## src/rtl/mem_port_pkg.sv

```systemverilog
// Purpose : shared types and constants for the per-core shared-memory port client.
// Latency : n/a (package only).
// Backpressure: n/a (package only).
package mem_port_pkg;

    localparam int ADDR_W     = 15;  // word address, carried on bus bits [15:1]
    localparam int DATA_W     = 16;
    localparam int CORE_A     = 0;   // arbitration winner
    localparam int CORE_B     = 1;
    localparam int MEM_RD_LAT = 2;   // clocks from ISSUE until read data is on rdata_i
    localparam int VALID_BIT  = 16;  // valid bit on the address buses, tag bit on rdata
    localparam int CNT_W      = 16;  // retry / statistics counter width

    typedef enum logic [1:0] {
        ST_IDLE  = 2'd0,
        ST_ISSUE = 2'd1,
        ST_WAIT  = 2'd2,
        ST_CHECK = 2'd3
    } state_e;

    // Increment that sticks at all-ones instead of wrapping.
    function automatic logic [CNT_W-1:0] sat_inc(input logic [CNT_W-1:0] v);
        return (v == {CNT_W{1'b1}}) ? v : v + CNT_W'(1);
    endfunction

endpackage

```

## src/rtl/mem_port_client.sv

```systemverilog
// Purpose : per-core initiator onto the dual-core shared memory; one load/store in flight,
//           transparent retry when the fixed-priority arbiter (core A wins) drops the access.
// Latency : load 4 cycles acceptance->rsp_valid, store 2; +3 per load retry, +1 per store retry.
// Backpressure: req_ready is high only in IDLE (and low during reset); it is high in the
//           rsp_valid cycle, so requests may run back to back.
//
// Ports:
//   clk, reset          clock, synchronous active-high reset
//   req_valid/req_ready core request handshake; req_we, req_addr, req_wdata sampled on acceptance
//   rsp_valid           one-cycle completion pulse, qualified by rsp_err; rsp_data = load data
//   raddr_o, waddr_o    memory read/write buses, bit 16 = valid, [15:1] = word address
//   wdata_o             memory write data
//   rdata_i             memory read data, bit 16 = tag of the core that won the read
//   peer_wvalid_i       other core's write-valid bit, used by core B to spot a lost store
//   retry_total, stall_cycles   statistics outputs, present only with MEM_PORT_RETRY_STATS_EN
//
// Optional build macro: MEM_PORT_RETRY_STATS_EN adds the saturating statistics counters.
module mem_port_client
    import mem_port_pkg::*;
#(
    parameter int CORE_ID   = 0,  // 0 = core A (priority), 1 = core B
    parameter int MAX_RETRY = 0   // 0 = retry forever
) (
    input  logic                 clk,
    input  logic                 reset,
    input  logic                 req_valid,
    output logic                 req_ready,
    input  logic                 req_we,
    input  logic [ADDR_W-1:0]    req_addr,
    input  logic [DATA_W-1:0]    req_wdata,
    output logic                 rsp_valid,
    output logic [DATA_W-1:0]    rsp_data,
    output logic                 rsp_err,
    output logic [VALID_BIT:1]   raddr_o,
    output logic [VALID_BIT:1]   waddr_o,
    output logic [DATA_W-1:0]    wdata_o,
    input  logic [VALID_BIT:0]   rdata_i,
`ifdef MEM_PORT_RETRY_STATS_EN
    output logic [CNT_W-1:0]     retry_total,
    output logic [CNT_W-1:0]     stall_cycles,
`endif
    input  logic                 peer_wvalid_i
);

    // Tag value the memory returns when this core owned the read.
    localparam logic            CORE_TAG  = (CORE_ID == CORE_A) ? 1'b0 : 1'b1;
    // Only the lower-priority core can lose a write to its peer.
    localparam bit              SNOOP_EN  = (CORE_ID != CORE_A);
    localparam bit              LIMIT_EN  = (MAX_RETRY != 0);
    localparam logic [CNT_W-1:0] RETRY_LIM = CNT_W'(MAX_RETRY);

    state_e                r_state;
    state_e                w_next_state;

    logic                  r_we;
    logic [ADDR_W-1:0]     r_rd_addr;   // address field of the read bus
    logic [ADDR_W-1:0]     r_wr_addr;   // address field of the write bus
    logic [DATA_W-1:0]     r_wr_data;
    logic [CNT_W-1:0]      r_retry_cnt;

    logic                  r_rsp_valid;
    logic                  r_rsp_err;
    logic [DATA_W-1:0]     r_rsp_data;

    logic                  w_req_ready;
    logic                  w_rd_vld;
    logic                  w_wr_vld;
    logic                  w_accept;
    logic                  w_in_issue;
    logic                  w_in_check;
    logic                  w_store_lost;
    logic                  w_tag_ok;
    logic                  w_load_miss;
    logic                  w_attempt_fail;
    logic [CNT_W-1:0]      w_retry_inc;
    logic                  w_limit_hit;
    logic                  w_store_done;
    logic                  w_load_done;

    // ------------------------------------------------------------------
    // Attempt outcome decode
    // ------------------------------------------------------------------
    assign w_in_issue     = (r_state == ST_ISSUE);
    assign w_in_check     = (r_state == ST_CHECK);
    assign w_accept       = req_valid && w_req_ready;

    // Core A's write wins the same cycle, so ours never reached the array.
    assign w_store_lost   = w_in_issue && r_we && SNOOP_EN && peer_wvalid_i;
    // Read data belongs to whichever core won the ISSUE cycle two clocks ago.
    assign w_tag_ok       = (rdata_i[VALID_BIT] == CORE_TAG);
    assign w_load_miss    = w_in_check && !w_tag_ok;
    assign w_attempt_fail = w_store_lost || w_load_miss;

    // The failure being counted now is included when testing the limit.
    assign w_retry_inc    = sat_inc(r_retry_cnt);
    assign w_limit_hit    = w_attempt_fail && LIMIT_EN && (w_retry_inc >= RETRY_LIM);

    assign w_store_done   = w_in_issue && r_we && !w_store_lost;
    assign w_load_done    = w_in_check && w_tag_ok;

    // ------------------------------------------------------------------
    // FSM: state register
    // ------------------------------------------------------------------
    always_ff @(posedge clk) begin
        if (reset) begin
            r_state <= ST_IDLE;
        end else begin
            r_state <= w_next_state;
        end
    end

    // ------------------------------------------------------------------
    // FSM: next state
    // ------------------------------------------------------------------
    always_comb begin
        w_next_state = r_state;
        case (r_state)
            ST_IDLE: begin
                if (w_accept) begin
                    w_next_state = ST_ISSUE;
                end
            end
            ST_ISSUE: begin
                if (!r_we) begin
                    w_next_state = ST_WAIT;
                end else if (w_store_lost) begin
                    w_next_state = w_limit_hit ? ST_IDLE : ST_ISSUE;
                end else begin
                    w_next_state = ST_IDLE;
                end
            end
            ST_WAIT: begin
                // Single bubble covers the MEM_RD_LAT=2 read pipeline.
                w_next_state = ST_CHECK;
            end
            ST_CHECK: begin
                if (w_tag_ok) begin
                    w_next_state = ST_IDLE;
                end else begin
                    w_next_state = w_limit_hit ? ST_IDLE : ST_ISSUE;
                end
            end
            default: begin
                w_next_state = ST_IDLE;
            end
        endcase
    end

    // ------------------------------------------------------------------
    // FSM: outputs
    // ------------------------------------------------------------------
    always_comb begin
        w_req_ready = 1'b0;
        w_rd_vld    = 1'b0;
        w_wr_vld    = 1'b0;
        case (r_state)
            ST_IDLE:  w_req_ready = !reset;
            ST_ISSUE: begin
                w_rd_vld = !r_we;
                w_wr_vld = r_we;
            end
            default: begin
                w_req_ready = 1'b0;
            end
        endcase
    end

    // Address/data fields keep their last value; only the valid bits drop.
    assign req_ready = w_req_ready;
    assign raddr_o   = {w_rd_vld, r_rd_addr};
    assign waddr_o   = {w_wr_vld, r_wr_addr};
    assign wdata_o   = r_wr_data;

    // ------------------------------------------------------------------
    // Request capture, retry counter, response
    // ------------------------------------------------------------------
    always_ff @(posedge clk) begin
        if (reset) begin
            r_we        <= 1'b0;
            r_rd_addr   <= '0;
            r_wr_addr   <= '0;
            r_wr_data   <= '0;
            r_retry_cnt <= '0;
            r_rsp_valid <= 1'b0;
            r_rsp_err   <= 1'b0;
            r_rsp_data  <= '0;
        end else begin
            r_rsp_valid <= 1'b0;
            r_rsp_err   <= 1'b0;

            if (w_accept) begin
                r_we        <= req_we;
                r_retry_cnt <= '0;
                // Only the bus this access uses picks up new fields.
                if (req_we) begin
                    r_wr_addr <= req_addr;
                    r_wr_data <= req_wdata;
                end else begin
                    r_rd_addr <= req_addr;
                end
            end

            if (w_attempt_fail) begin
                r_retry_cnt <= w_retry_inc;
            end

            if (w_store_done || w_load_done) begin
                r_rsp_valid <= 1'b1;
                r_rsp_data  <= w_load_done ? rdata_i[DATA_W-1:0] : '0;
            end else if (w_limit_hit) begin
                r_rsp_valid <= 1'b1;
                r_rsp_err   <= 1'b1;
                r_rsp_data  <= '0;
            end
        end
    end

    assign rsp_valid = r_rsp_valid;
    assign rsp_err   = r_rsp_err;
    assign rsp_data  = r_rsp_data;

`ifdef MEM_PORT_RETRY_STATS_EN
    // ------------------------------------------------------------------
    // Statistics: every failed attempt, and every non-IDLE cycle
    // ------------------------------------------------------------------
    logic [CNT_W-1:0] r_retry_total;
    logic [CNT_W-1:0] r_stall_cycles;

    always_ff @(posedge clk) begin
        if (reset) begin
            r_retry_total  <= '0;
            r_stall_cycles <= '0;
        end else begin
            if (w_attempt_fail) begin
                r_retry_total <= sat_inc(r_retry_total);
            end
            if (r_state != ST_IDLE) begin
                r_stall_cycles <= sat_inc(r_stall_cycles);
            end
        end
    end

    assign retry_total  = r_retry_total;
    assign stall_cycles = r_stall_cycles;
`endif

endmodule

```

## config.mk

```make
export PLATFORM = sky130hd
export DESIGN_NAME = mem_port_client
export DESIGN_NICKNAME = d
export VERILOG_FILES = /design/src/rtl/mem_port_pkg.sv /design/src/rtl/mem_port_client.sv
export SDC_FILE = /design/constraint.sdc
export NUM_CORES = 1
export LEC_CHECK = 0
export ABC_AREA = 1
export CAP_MARGIN = 20
export CORE_UTILIZATION = 30
export CTS_BUF_LIST = sky130_fd_sc_hd__clkbuf_8
export DETAILED_ROUTE_END_ITERATION = 10
export HOLD_SLACK_MARGIN = 0.12
export SETUP_SLACK_MARGIN = 0.4
export SLEW_MARGIN = 20
export SYNTH_ARGS = -nofsm -noshare
export SYNTH_HDL_FRONTEND = slang
export SYNTH_SLANG_ARGS = --single-unit
export TNS_END_PERCENT = 30
```

## constraint.sdc

```tcl
create_clock -name clk -period 1.6 [get_ports clk]
set_input_delay 0.16 -clock clk [delete_from_list [all_inputs] [get_ports clk]]
set_output_delay 0.16 -clock clk [all_outputs]
set_load 0.03 [all_outputs]
```

==> impl_metrics.ini <==
[setup_path]
cpPeakStageDelay_ns = 0.36
crit_type = flip-flop to output port
ff2ff_path_depth = 8
endpoint_kind = output port
crit_chain = buf_12 > nor3_4 > buf_6
cp_data_arrival_time_ns = 1.14
start_kind = flip-flop
critPathMaxFanout = 4
cp_slowest_cell = dfxtp_4
crit_required_ns = 1.44

[yosys]
yosys_warnings = 0
synthDistinctLibCells = 21
synth.net_count = 449
synth.avg_cell_area_um2 = 6.98
syn_inst = 396
synth_sequential_area_ratio_pct = 47.8
synth_area_mm2 = 0.00276
ys_ff_latch = 66

[global_routing]
gr-total-overflow = 0
antenna_found_initial = 0
grt_pass1_wl_mm = 12.5
grt_usage_pct = 16.2
grt_pass1_vias = 2733
grt_max_degree = 32

[floorplanning]
fp.dieW_um = 98.0
io-pin-count = 120
start_util_pct = 31.4
dieArea_mm2 = 0.00960
die_height_um = 98.0
coreArea_mm2 = 0.00881
rows = 34

[sta]
finalCritPeriodShare_pct = 81.2
whs_ns = 0.409
hold_viol_final = 0
max_freq_mhz = 769
min_period_ns = 1.30
final_max_slew_viol_count = 0
finClkSkew_ns = 0.00501
tns_ns = 0
setup_violations = 0
worst_slack_ns = 0.300
rsz0062_at_grt = true

[job]
drv_cap = 0

[final_layout]
num-nets-final = 573
drive_above_1_share_pct = 14.5
regArea_mm2 = 0.00133
postLayoutCoreUtil_pct = 49.6
final_cells = 633
multi_input_area_mm2 = 0.00111
fill_cells = 895
final_area_mm2 = 0.00437
antenna_cells = 0
synthToLayoutAreaGrowth_pct = 58.0

[outcome]
status = complete, but fails checks
violations = design-rule violations

[route]
wl_per_cell_um = 11.6
drtIter0Drc = 56
vias = 2758
drcViolationCount = 10
antenna_left = 0
wirelength_mm = 7.37
first_pass_iters = 7
viasPerCell = 4.36

[placement]
place_ws_ns = 0.152
place_inst = 606
postPlaceCellArea_mm2 = 0.00402
hpwl_mm = 4.95
numPortBuffers = 117
gp_congestion = 0.747

[pwr]
internal_power_mw = 2.66
p_total_mw = 3.74
pwr-share-clk_pct = 31.5
pwr_density_cell_mw_per_mm2 = 856
power_switching_mw = 1.08
vdd_ir_drop_max_mv = 0.366
seqPwrFrac_pct = 47.2
leakage_nw = 2.16
netSwitchingFraction_pct = 28.8
combPwrFrac_pct = 21.3

[clocking]
numCtsBuffers = 9
clk_path_buf_depth = 2
clk_pin_slew_worst_paths_ns = 0.07
clockRootBuffer = clkbuf_8
clock_latency_ns = 0.33
hold_buffers = 0
htree_levels = 3
cts_tree = yes
cts_sinks = 66

[hold_path]
hold_path_class = input port to flip-flop
worstHoldPathCells = 3
## layer usage
layer,track usage [%],vias up,routed length [µm]
met4,6.53,0,128
met5,0,-,0
li1,-,1447,-
met3,5.23,10,512
met2,28.5,80,3640
met1,18.0,1221,3090
## critical path: cells and delay by family, from the launching register on
family,cells,cell delay [ns]
flip-flops,1,0.36
AND/OR/NAND/NOR,1,0.17
buffers and inverters,2,0.28
## synth_stat cells, drive strengths merged
master / number / area (µm²)
conb: 1 / 3.75
nor3: 1 / 5.00
o21ai: 1 / 5.00
clkinv: 1 / 3.75
inv: 53 / 199
nand3: 20 / 118
clkbuf: 3 / 11.3
a21oi: 21 / 105
nand4: 18 / 128
dfxtp: 66 / 1320
nand2: 94 / 353
buf: 24 / 155
nor2: 93 / 357
## path summary, 6_finish.rpt
path | from | end | slack, ns
setup / recovery | r_state[0]$_SDFFE_PP0P_ | req_ready | 0.30
hold / removal | rdata_i[6] | rsp_data[6]$_SDFFE_PP0P_ | 0.41
setup reg to reg | r_state[0]$_SDFFE_PP0P_ | r_rd_addr[11]$_SDFFE_PP0P_ | 0.32
hold reg to reg | rsp_data[6]$_SDFFE_PP0P_ | rsp_data[6]$_SDFFE_PP0P_ | 0.48
## registers in the layout, summed over array words and instances (netlist names), named ones only
name and cells:
r_we 1, rsp_valid 1, wdata_o 16, rsp_data 16, r_state 1, r_wr_addr 15, r_rd_addr 15
## power groups by stage
stage	clock, mW	combinational, mW	sequential, mW
after global placement	0	0.748	1.80
after floorplan	0	0.282	1.94
after detailed placement	0	0.757	1.80
after CTS	1.24	0.793	1.76
after global routing	1.32	0.866	1.77
final	1.18	0.798	1.76
## cells by family (layout without fill, tap and decap cells)
logic type,count (synthesis),in the layout,synth area share [%]
buf+inv,81,210,13.4
other cells,1,1,0.136
compound gates,22,22,3.98
flops,66,66,47.8
simple gates,226,226,34.7
## placed cells by master (no fill, tap or decap), types with 10 or more instances in the layout
| cell | n |
|---|---|
| dfxtp_1 | 64 |
| clkdlybuf4s15_2 | 23 |
| nor2_1 | 90 |
| a21oi_1 | 21 |
| nand2_1 | 91 |
| dlygate4sd2_1 | 40 |
| clkbuf_8 | 10 |
| inv_1 | 54 |
| buf_4 | 12 |
| clkdlybuf4s50_1 | 51 |
| nand3_1 | 18 |
| nand4_1 | 17 |
## final cells by class
class	instances	area share [%]
tap	108	3.09
sequential	66	30.4
clock inverter	6	0.602
clock buffer	10	3.15
multi-input combinational	249	25.4
timing repair buffer	140	32.7
inverter	54	4.64
## repair_timing
| item | in CTS | in global routing |
|---|---|---|
| gates resized for setup | 126 | 12 |
| buffers inserted | 9 | 0 |
| pin swaps | 2 | 4 |
| setup endpoints to repair | 84 | 111 |
| cloned | 2 | 0 |
Note: power is estimated with default switching activity, not from simulation.
